<file path="src/rtl/time_keeper.sv">
// BCD HH:MM:SS time-of-day counter driven by the tick_gen 1 Hz / 5 Hz ticks.
// Hold set_hours / set_minutes to edit a field; the 5 Hz tick auto-repeats while held.
module time_keeper #(
  parameter bit HOURS_24 = 1'b1
) (
  input  logic       clk_in,
  input  logic       reset,
  input  logic       tick_1Hz,
  input  logic       tick_5Hz,
  input  logic       set_hours,
  input  logic       set_minutes,
  output logic [3:0] hour_tens,
  output logic [3:0] hour_ones,
  output logic [3:0] min_tens,
  output logic [3:0] min_ones,
  output logic [3:0] sec_tens,
  output logic [3:0] sec_ones,
  output logic [1:0] mode,
  output logic       sec_strobe
);

  // state    | meaning
  // ST_RUN   | time advances on 1 Hz rises
  // ST_SET_H | hours edited on 5 Hz rises, time frozen
  // ST_SET_M | minutes edited on 5 Hz rises, time frozen
  typedef enum logic [1:0] {
    ST_RUN   = 2'b00,
    ST_SET_H = 2'b01,
    ST_SET_M = 2'b10
  } state_t;

  localparam logic [3:0] HT_RST = HOURS_24 ? 4'd0 : 4'd1;
  localparam logic [3:0] HO_RST = HOURS_24 ? 4'd0 : 4'd2;

  state_t     r_state, w_state;
  logic       r_tick1_q, r_tick5_q;
  logic [3:0] r_ht, r_ho, r_mt, r_mo, r_st, r_so;
  logic [3:0] w_ht, w_ho, w_mt, w_mo, w_st, w_so;
  logic       r_strobe, w_strobe;
  logic       w_rise1, w_rise5;
  logic [8:0] w_sec_inc, w_min_inc;
  logic [7:0] w_hour_inc;

  // Returns {carry, tens, ones} for a 00..59 field.
  function automatic logic [8:0] f_inc_60(input logic [3:0] t, input logic [3:0] o);
    if (o == 4'd9) begin
      if (t == 4'd5) f_inc_60 = {1'b1, 4'd0, 4'd0};
      else           f_inc_60 = {1'b0, t + 4'd1, 4'd0};
    end else begin
      f_inc_60 = {1'b0, t, o + 4'd1};
    end
  endfunction

  function automatic logic [7:0] f_inc_hour(input logic [3:0] t, input logic [3:0] o);
    if (HOURS_24 && t == 4'd2 && o == 4'd3)       f_inc_hour = {4'd0, 4'd0};
    else if (!HOURS_24 && t == 4'd1 && o == 4'd2) f_inc_hour = {4'd0, 4'd1};
    else if (o == 4'd9)                           f_inc_hour = {t + 4'd1, 4'd0};
    else                                          f_inc_hour = {t, o + 4'd1};
  endfunction

  assign w_rise1    = tick_1Hz & ~r_tick1_q;
  assign w_rise5    = tick_5Hz & ~r_tick5_q;
  assign w_sec_inc  = f_inc_60(r_st, r_so);
  assign w_min_inc  = f_inc_60(r_mt, r_mo);
  assign w_hour_inc = f_inc_hour(r_ht, r_ho);

  always_ff @(posedge clk_in) begin
    if (!reset) begin
      r_state   <= ST_RUN;
      r_tick1_q <= 1'b1;
      r_tick5_q <= 1'b1;
      r_ht      <= HT_RST;
      r_ho      <= HO_RST;
      r_mt      <= 4'd0;
      r_mo      <= 4'd0;
      r_st      <= 4'd0;
      r_so      <= 4'd0;
      r_strobe  <= 1'b0;
    end else begin
      r_state   <= w_state;
      r_tick1_q <= tick_1Hz;
      r_tick5_q <= tick_5Hz;
      r_ht      <= w_ht;
      r_ho      <= w_ho;
      r_mt      <= w_mt;
      r_mo      <= w_mo;
      r_st      <= w_st;
      r_so      <= w_so;
      r_strobe  <= w_strobe;
    end
  end

  always_comb begin
    w_state  = r_state;
    w_ht     = r_ht;
    w_ho     = r_ho;
    w_mt     = r_mt;
    w_mo     = r_mo;
    w_st     = r_st;
    w_so     = r_so;
    w_strobe = 1'b0;
    case (r_state)
      ST_RUN: begin
        // A button press on the same edge as a 1 Hz rise swallows that second.
        if (set_hours) begin
          w_state      = ST_SET_H;
          {w_ht, w_ho} = w_hour_inc;
        end else if (set_minutes) begin
          w_state      = ST_SET_M;
          {w_mt, w_mo} = w_min_inc[7:0];
          w_st         = 4'd0;
          w_so         = 4'd0;
        end else if (w_rise1) begin
          w_strobe     = 1'b1;
          {w_st, w_so} = w_sec_inc[7:0];
          if (w_sec_inc[8]) begin
            {w_mt, w_mo} = w_min_inc[7:0];
            if (w_min_inc[8]) {w_ht, w_ho} = w_hour_inc;
          end
        end
      end
      ST_SET_H: begin
        if (!set_hours)   w_state      = ST_RUN;
        else if (w_rise5) {w_ht, w_ho} = w_hour_inc;
      end
      ST_SET_M: begin
        if (!set_minutes) w_state      = ST_RUN;
        else if (w_rise5) {w_mt, w_mo} = w_min_inc[7:0];
      end
      default: w_state = ST_RUN;
    endcase
  end

  assign hour_tens  = r_ht;
  assign hour_ones  = r_ho;
  assign min_tens   = r_mt;
  assign min_ones   = r_mo;
  assign sec_tens   = r_st;
  assign sec_ones   = r_so;
  assign mode       = r_state;
  assign sec_strobe = r_strobe;

endmodule

</file>
<file path="config.mk">
export PLATFORM = sky130hd
export DESIGN_NAME = time_keeper
export DESIGN_NICKNAME = d
export VERILOG_FILES = /design/src/rtl/time_keeper.sv
export SDC_FILE = /design/constraint.sdc
export NUM_CORES = 1
export LEC_CHECK = 0
export BUFFER_PORTS_ARGS = -buffer_cell sky130_fd_sc_hd__buf_2
export CORE_ASPECT_RATIO = 0.75
export CORE_MARGIN = 2
export CORE_UTILIZATION = 30
export DETAILED_ROUTE_END_ITERATION = 16
export PLACE_DENSITY = 0.45
export RECOVER_POWER = 100
export SYNTH_ARGS = -nofsm -noshare
export SYNTH_HDL_FRONTEND = slang
export SYNTH_SLANG_ARGS = --single-unit
</file>
<file path="constraint.sdc">
create_clock -name clk_in -period 3.1 [get_ports clk_in]
set_input_delay 0.62 -clock clk_in [delete_from_list [all_inputs] [get_ports clk_in]]
set_output_delay 0.62 -clock clk_in [all_outputs]
set_load 0.05 [all_outputs]
</file>
Word-level counts from Yosys, hierarchy flattened:

Cells that the tools add are included.

* output and inout bits: 27
* word-level logic and storage cells: 104
* input bits: 6
* bits in registers: 29

* reduce and logical (&&, ||, !) cells: 12
* bitwise logic cells: 7
* $add $sub $neg: 6
* equal/unequal tests: 23
* multiplexer cells: 46

Operator list (count)
* 2-to-1 mux 4 bit: 30
* 2-to-1 mux 9 bit: 4
* one-hot mux 4 bit (2 select lines): 4
* adder 4 x 1 -> 4 bit (second input constant): 6
* != test 3 bit (second input constant): 7
* 2-to-1 mux 8 bit: 2
* != test 2 bit (second input constant): 7
* == test 4 bit (second input constant): 3
* == test 4 x 2 -> 1 bit (second input constant): 2
* == test 4 x 3 -> 1 bit (second input constant): 2
* 2-to-1 mux 2 bit: 4
* nonzero test 2 bit: 4
* AND reduction 7 bit: 1
* one-hot mux 2 bit (3 select lines): 1
* AND reduction 3 bit: 2
* AND reduction 6 bit: 1
* inverter 1 bit: 5
* AND reduction 4 bit: 1
* OR reduction 4 bit: 1
* bitwise AND 1 bit: 2
* == test 2 x 1 -> 1 bit (second input constant): 1
* == test 2 bit (second input constant): 1
* logical NOT 2 bit: 1
* logical AND 1 bit: 1
* 2-to-1 mux 1 bit: 1

Logic depth before layout (Yosys ltp):

Gate-level depths: netlist of run 1.

* depth after elaboration: 9
* gate-level depth with buffers: 8

Worst setup path after synthesis of run 1:

No wires, ideal clock.

* path kind: register to register
* start: register r_so[0] (netlist: sec_ones[0])
* end: register r_mt[0] (netlist: min_tens[0])
* buffers on the path: 0
* clock period less this slack: 2.231 ns
* slack: 0.869 ns
* cell stages (with the launch flop): 7
* data required time: 2.985 ns
* arrival time: 2.116 ns
* cells stage by stage: dfxtp_1 -> ha_1 -> nand3b_1 -> a2111oi_4 -> o21ai_4 -> o31a_1 -> o21a_1

* cells in the longest elaborated chain, start to end: 4

Ends and longest elaborated chain
* start, declared: line 37 `logic [3:0] r_ht, r_ho, r_mt, r_mo, r_st, r_so;`
* start signal, assigned: line 88 `r_so <= w_so;`
* == test 4 bit: line 46 `if (o == 4'd9) begin`
* 2-to-1 mux 9 bit: line 46
* != test 3 bit (no source line)
* AND reduction 6 bit (no source line)
* end signal, assigned: line 85 `r_mt <= w_mt;`
* end, declared: line 37

Every way passes these cells. The select of a mux whose other input is x is not followed.
A chain may end at the register's enable or synchronous reset.

==> run_results.csv, run 1 <==
group,metric,value,unit
min_path,hp-class,"reg2reg",
floorplan,fp.dieH,66.1,µm
setup_path,cpPeakStageDelay,0.90,ns
setup_path,crit_path_start_kind,"input pin",
timing,setup_ws,0.844,ns
setup_path,cp_cell_sequence,"clkbuf_1 > nand4b_1 > nor3_1 > a22o_1 > a31o_1",
status,outcome,"finished clean",
drt,drc,0,
layout,area_growth,16.2,%
synth,synthArstFlopShare,0,%
drt,wire_per_inst,13.3,µm
cts,cts_tree,"built",
synth,synth_seq_cells,29,
synth,synth_top_area_share,37.7,%
floorplan,dieArea,5730,µm²
timing,finalSetupViolations,0,
synth,yosys_warnings,0,
placement,gp_congestion,0.825,
power,leakagePower,0.000682,µW
floorplan,die_w,86.7,µm
placement,hpwlAfterDp,2520,µm
cts,cts.path.max_buffers,2,
global_route,grt_pass1_wl,5660,µm
synth,yosys-top-cells-area,"dfxtp_1 38%, ha_1 6.5%, a2111oi_4 3.6%, nor3b_1 3.4%, nand2_1 3.2%",
global_route,grt_pass1_vias,1184,
global_route,grt_max_degree,32,
layout,nets,214,
synth,ys.flop_type,"dfxtp_1",
layout,design_area,1790,µm²
setup_path,r2r_start,"sec_ones[0]$_SDFFE_PN0P_",
power,total_power,786,µW
drt,detailedRoute.firstPassIterationCount,4,
floorplan,fp.coreArea,4930,µm²
drt,drt_first_iter_violations,37,
placement,dp_slack,0.909,ns
floorplan,io-pin-count,33,
setup_path,critPathKind,"in2reg",
synth,seq_area_frac_synth,37.7,%
layout,antenna_cells,0,
cts,cts_resized,0,
drt,antenna_left,0,
placement,post_dp_cell_area,1760,µm²
cts,hold_buffers,0,
timing,max_freq,443,MHz
setup_path,critPathLaunch,"reset",
synth,synth.distinct_cells,49,
synth,syn-cell-area,1540,µm²
setup_path,arrival,2.47,ns
timing,finalCritPeriodShare,72.8,%
layout,fillCellCount,531,
power,peakVddDrop,147,µV
floorplan,row_count,22,
cts,cts_sinks,29,
layout,drive_above_1_share,7.50,%
synth,synthesis.nets,179,
drt,num_vias,1290,
global_route,grt-ovfl-total,0,
synth,avgSynthCellArea,9.33,µm²
cts,cts_buffers,5,
synth,synth-edff-count,0,
timing,slew-limit-headroom,15.6,%
timing,worst_pin_slew,1.27,ns
setup_path,required,3.31,ns
drt,drt_wl_total,3460,µm
timing,finalHoldViolations,0,
timing,fin_crit,2.26,ns
timing,rsz0062_at_grt,"false",
placement,numPortBuffers,32,
setup_path,critical-path-top-delay-family,"buffers and inverters",
cts,postCtsSetupRepairBufs,0,
cts,insertion_delay,0.27,ns
setup_path,cp_slowest_cell,"clkbuf_1",
setup_path,path_buf_inv,1,
synth,synthCells,165,
cts,clk_pin_slew_worst_paths,0.06,ns
drt,routed_via_density,4.96,
cts,clockRootBuffer,"clkbuf_8",
timing,clock_skew,0.00595,ns
setup_path,crit_path_end_kind,"flip-flop",
floorplan,start_util,31.3,%
setup_path,worstPathMaxFanout,31,
min_path,hp-start,"min_ones[3]$_SDFFE_PN0P_",
cts,htreeDepth,2,
synth,netlist.top_cell.by_area,"dfxtp_1",
flow_run,maxCapViolations,0,
global_route,antenna_found_initial,0,
power,p_per_area,439,nW/µm²
timing,final_max_slew_viol_count,0,
global_route,track_usage,12.8,%
timing,tns,0,ns
per-stage QoR:
stage	utilization, %	instances	hold slack (ns)
after global placement	35.7	253	0.495
after CTS	37.5	260	0.509
after global routing	36.3	260	0.555
after floorplan	-	165	0.553
final	36.3	260	0.512
after detailed placement	35.7	253	0.504
Yosys cell counts (2+ instances only):
| library cell | instances |
|---|---|
| xor2_1 | 4 |
| dfxtp_1 | 29 |
| nor3b_1 | 7 |
| and2_1 | 2 |
| nor2b_1 | 4 |
| nand4b_1 | 2 |
| a31o_1 | 4 |
| o21ai_0 | 2 |
| o21ai_1 | 3 |
| a21oi_1 | 3 |
| and3_1 | 6 |
| o21a_1 | 5 |
| a2111oi_4 | 2 |
| ha_1 | 8 |
| o2111ai_1 | 2 |
| clkbuf_1 | 3 |
| or3_1 | 2 |
| nand2b_1 | 6 |
| nor3_1 | 2 |
| nand3_1 | 3 |
| a21boi_1 | 2 |
| xnor2_1 | 2 |
| inv_1 | 6 |
| nor4b_1 | 2 |
| nand2_1 | 13 |
| nor2_1 | 12 |
| mux2i_1 | 3 |
| nand3b_1 | 5 |
cells in the final DEF, fill, tap and decap left out, types with 3 or more instances in the layout:
cell	count
a21oi_1	4
a31o_1	4
and3_1	6
buf_2	4
clkbuf_1	29
clkbuf_8	6
dfxtp_1	29
ha_1	8
inv_1	6
mux2i_1	3
nand2_1	13
nand2b_1	6
nand3_1	3
nand3b_1	5
nor2_1	12
nor2b_1	4
nor3b_1	7
o21a_1	5
o21ai_0	5
or3_1	3
xor2_1	4
tightest hold or removal path, stage by stage, from the launching register on:
cell and delay (ns):
dfxtp_1 0.34, nand2_1 0.06, o22ai_1 0.06
layout make-up:
| class | instances | area, µm² | area share (%) |
|---|---|---|---|
| multi-input cells | 125 | 897 | 50.1 |
| flip-flops and latches | 29 | 581 | 32.4 |
| repair buffers | 32 | 125 | 6.99 |
| clock buffers | 7 | 86.3 | 4.82 |
| well taps | 60 | 75.1 | 4.19 |
| inverters | 7 | 26.3 | 1.47 |
kinds of logic after synthesis:
logic type | share of synthesized area, %
fa+ha+maj | 6.50
mux | 1.95
flops | 37.7
compound gates | 19.5
buf+inv | 2.76
simple gates | 28.2
xor+xnor | 3.41
report_power, final:
part           switching [µW]  leakage (µW)  internal [µW]
Clock                     135     0.0000443            176
Sequential               10.1      0.000235            381
Combinational            59.0      0.000402           24.9
Total                     204      0.000682            582
sequential cells by signal, indices dropped and copies added (netlist names):
name and flops:
hour_tens 4, r_tick5_q 1, min_tens 4, r_tick1_q 1, sec_tens 4, hour_ones 4, min_ones 4, sec_strobe 1
mode 2, sec_ones 4
metal layers:
layer	wire length [µm]	GRT usage [%]	share of wire [%]	vias up
met5	0	0	0	-
met4	14	4.10	0.41	0
met3	172	3.50	5.0	2
met2	1440	18.7	42	27
met1	1830	18.1	53	600
li1	-	-	-	661
worst paths after layout:
| path | slack (ns) | depth (start not counted) | end |
|---|---|---|---|
| worst max-delay path | 0.84 | 5 | hour_tens[3]$_SDFFE_PN0P_ |
| worst min-delay path | 0.51 | 2 | min_ones[3]$_SDFFE_PN0P_ |
| worst max register to register | 0.85 | 6 | min_ones[2]$_SDFFE_PN0P_ |
| worst min register to register | 0.51 | 2 | min_ones[3]$_SDFFE_PN0P_ |
(Power assumes the default switching activity.)
==> run 2: changes to the inputs <==
ABC_AREA = 1   (was default)
PLACE_DENSITY = 0.47   (was 0.45)
clock period = 2 ns   (was 3.1 ns; I/O delays follow)
==> run_results.csv, run 2 <==
group,metric,value,unit
synth,synth.distinct_cells,32,
synth,avgSynthCellArea,6.91,µm²
floorplan,fp.dieH,68.0,µm
placement,dp.cells,342,
setup_path,r2r_start,"sec_ones[0]$_SDFFE_PN0P_",
synth,synth_top_area_share,35.4,%
synth,synth-compound-area-share,11.2,%
floorplan,die_w,89.3,µm
drt,antenna_left,0,
layout,final_cells,349,
setup_path,worstPathMaxFanout,6,
layout,final_common_cell,"nand2_1",
placement,hpwlAfterDp,2720,µm
layout,mostFrequentLayoutCells,"50 x nand2_1, 34 x nor2_1, 29 x clkbuf_1, 29 x dfxtp_1, 24 x inv_1",
floorplan,start_util,30.9,%
setup_path,arrival,1.87,ns
layout,nets,288,
synth,yosys_warnings,0,
synth,yosysMostFrequentCell,"nand2_1",
synth,synth-edff-count,0,
min_path,hp-class,"in2reg",
synth,synth_commonest_cells,"50 x nand2_1, 33 x nor2_1, 29 x dfxtp_1",
synth,synth_top_family_by_area,"simple AND/OR/NAND/NOR gates",
drt,detailedRoute.firstPassIterationCount,4,
layout,drive_above_1_share,12.0,%
synth,synth-simple-area-share,36.6,%
setup_path,reg2reg_depth,8,
setup_path,rrSetupSlack,0.30,ns
setup_path,path_buf_inv,0,
global_route,grt_max_degree,16,
setup_path,cpPeakStageDelay,0.42,ns
cts,clk_pin_slew_worst_paths,0.06,ns
setup_path,cpMostUsedCell,"nand2_1",
synth,yosys-mux-area-fraction,0,%
synth,syn-cell-area,1640,µm²
drt,drt_wl_total,3720,µm
layout,antenna_cells,0,
global_route,antenna_found_initial,0,
power,p_per_area,690,nW/µm²
setup_path,cp_slowest_cell,"dfxtp_1",
global_route,grt-ovfl-total,0,
drt,routed_via_density,4.42,
timing,clock_skew,0.00530,ns
timing,max_freq,589,MHz
synth,ys.flop_type,"dfxtp_1",
power,leakagePower,0.000794,µW
drt,num_vias,1541,
placement,gp_congestion,0.765,
setup_path,critPathKind,"reg2reg",
timing,finalSetupViolations,0,
cts,cts_buffers,5,
synth,synthArstFlopShare,0,%
flow_run,maxCapViolations,0,
timing,fin_crit,1.70,ns
timing,worst_pin_slew,0.701,ns
cts,htreeDepth,2,
floorplan,fp.coreArea,5300,µm²
cts,hold_buffers,0,
cts,clockRootBuffer,"clkbuf_8",
setup_path,path_depth,8,
setup_path,crit_path_end_kind,"flip-flop",
timing,finalCritPeriodShare,84.9,%
synth,synth-xor-area-share,2.14,%
status,outcome,"finished clean",
timing,final_max_slew_viol_count,0,
synth,synth_seq_cells,29,
drt,wire_per_inst,10.7,µm
setup_path,cp_cell_sequence,"ha_1 > nand2_1 > nor2_2 > nand2_1 > o21ai_2 > nand3_1 > o21ai_0 > nor2_1",
layout,design_area,1910,µm²
floorplan,dieArea,6070,µm²
timing,finalHoldViolations,0,
setup_path,required,2.17,ns
drt,drt_first_iter_violations,93,
setup_path,rr_endpoint,"min_tens[2]$_SDFFE_PN0P_",
setup_path,critPathLaunch,"sec_ones[0]$_SDFFE_PN0P_",
floorplan,row_count,23,
synth,synthCells,237,
placement,numPortBuffers,32,
synth,yosys-top-cells-area,"dfxtp_1 35%, nand2_1 11%, nor2_1 7.6%, ha_1 6.1%, inv_1 5.0%",
synth,synthAdderAreaFrac,6.11,%
cts,cts_sinks,29,
synth,seq_area_frac_synth,35.4,%
setup_path,crit_path_end,"min_tens[2]$_SDFFE_PN0P_",
global_route,grt_pass1_vias,1364,
setup_path,critical-path-top-delay-family,"simple AND/OR/NAND/NOR gates",
global_route,track_usage,13.5,%
setup_path,crit_path_start_kind,"flip-flop",
cts,cts_tree,"built",
timing,slew-limit-headroom,53.2,%
drt,drc,0,
timing,tns,0,ns
layout,fillCellCount,618,
power,peakVddDrop,231,µV
floorplan,io-pin-count,33,
global_route,grt_pass1_wl,6260,µm
cts,cts_resized,0,
cts,insertion_delay,0.28,ns
placement,post_dp_cell_area,1880,µm²
timing,rsz0062_at_grt,"false",
cts,postCtsSetupRepairBufs,0,
cts,cts.path.max_buffers,2,
synth,synthesis.nets,251,
synth,netlist.top_cell.by_area,"dfxtp_1",
layout,area_growth,16.7,%
run 2: kinds of logic (layout without fill, tap and decap cells):
group,count (synthesis),count (layout)
AO/OA/AOI/OAI,33,33
buffers and inverters,35,72
adder cells (fa/ha/maj),8,8
AND/OR/NAND/NOR,128,128
flip-flops,29,29
XOR/XNOR,4,4
run 2: routing by layer:
metal  GRT usage [%]  vias to the layer above  wire (µm)
li1                -                      831          -
met1            18.9                      673       2040
met2            19.4                       29       1460
met3            3.62                        8        149
met4            6.16                        0         68
met5               0                        -          0
run 2: worst min-delay path by stage:
stage / from / to / slack [ns] / depth (start not counted)
after floorplan: set_minutes / sec_strobe$_SDFF_PP0_ / 0.48 / 1
after global placement: sec_ones[0]$_SDFFE_PN0P_ / sec_ones[0]$_SDFFE_PN0P_ / 0.52 / 2
after detailed placement: sec_ones[1]$_SDFFE_PN0P_ / sec_ones[1]$_SDFFE_PN0P_ / 0.52 / 2
after CTS: tick_5Hz / r_tick5_q$_SDFF_PN1_ / 0.30 / 3
after global routing: tick_1Hz / r_tick1_q$_SDFF_PN1_ / 0.32 / 2
final: tick_5Hz / r_tick5_q$_SDFF_PN1_ / 0.31 / 3
run 2: report_power, final:
| part | total (µW) | internal, µW | switching (µW) |
|---|---|---|---|
| clock | 497 | 273 | 224 |
| combinational | 201 | 52.6 | 149 |
| sequential | 621 | 597 | 24.6 |
run 2: area by class of cell:
type	count	area [µm²]	area share (%)
Multi-Input combinational cell	173	901	47.1
Tap cell	75	93.8	4.91
Clock buffer	7	86.3	4.52
Timing Repair Buffer	33	130	6.81
Sequential cell	29	581	30.4
Inverter	32	120	6.28
run 2: worst min-delay path, delay by kind of cell:
family	cells	cell delay [ns]
simple gates	1	0.05
buf+inv	2	0.11
run 2: through the flow:
stage	power [µW]	utilization, %	setup slack [ns]	hold slack [ns]
after global placement	848	35.5	0.428	0.518
after floorplan	798	-	0.144	0.478
after detailed placement	847	35.5	0.366	0.520
after CTS	1350	37.1	0.353	0.302
final	1320	36.1	0.301	0.308
after global routing	1390	36.1	0.0872	0.322
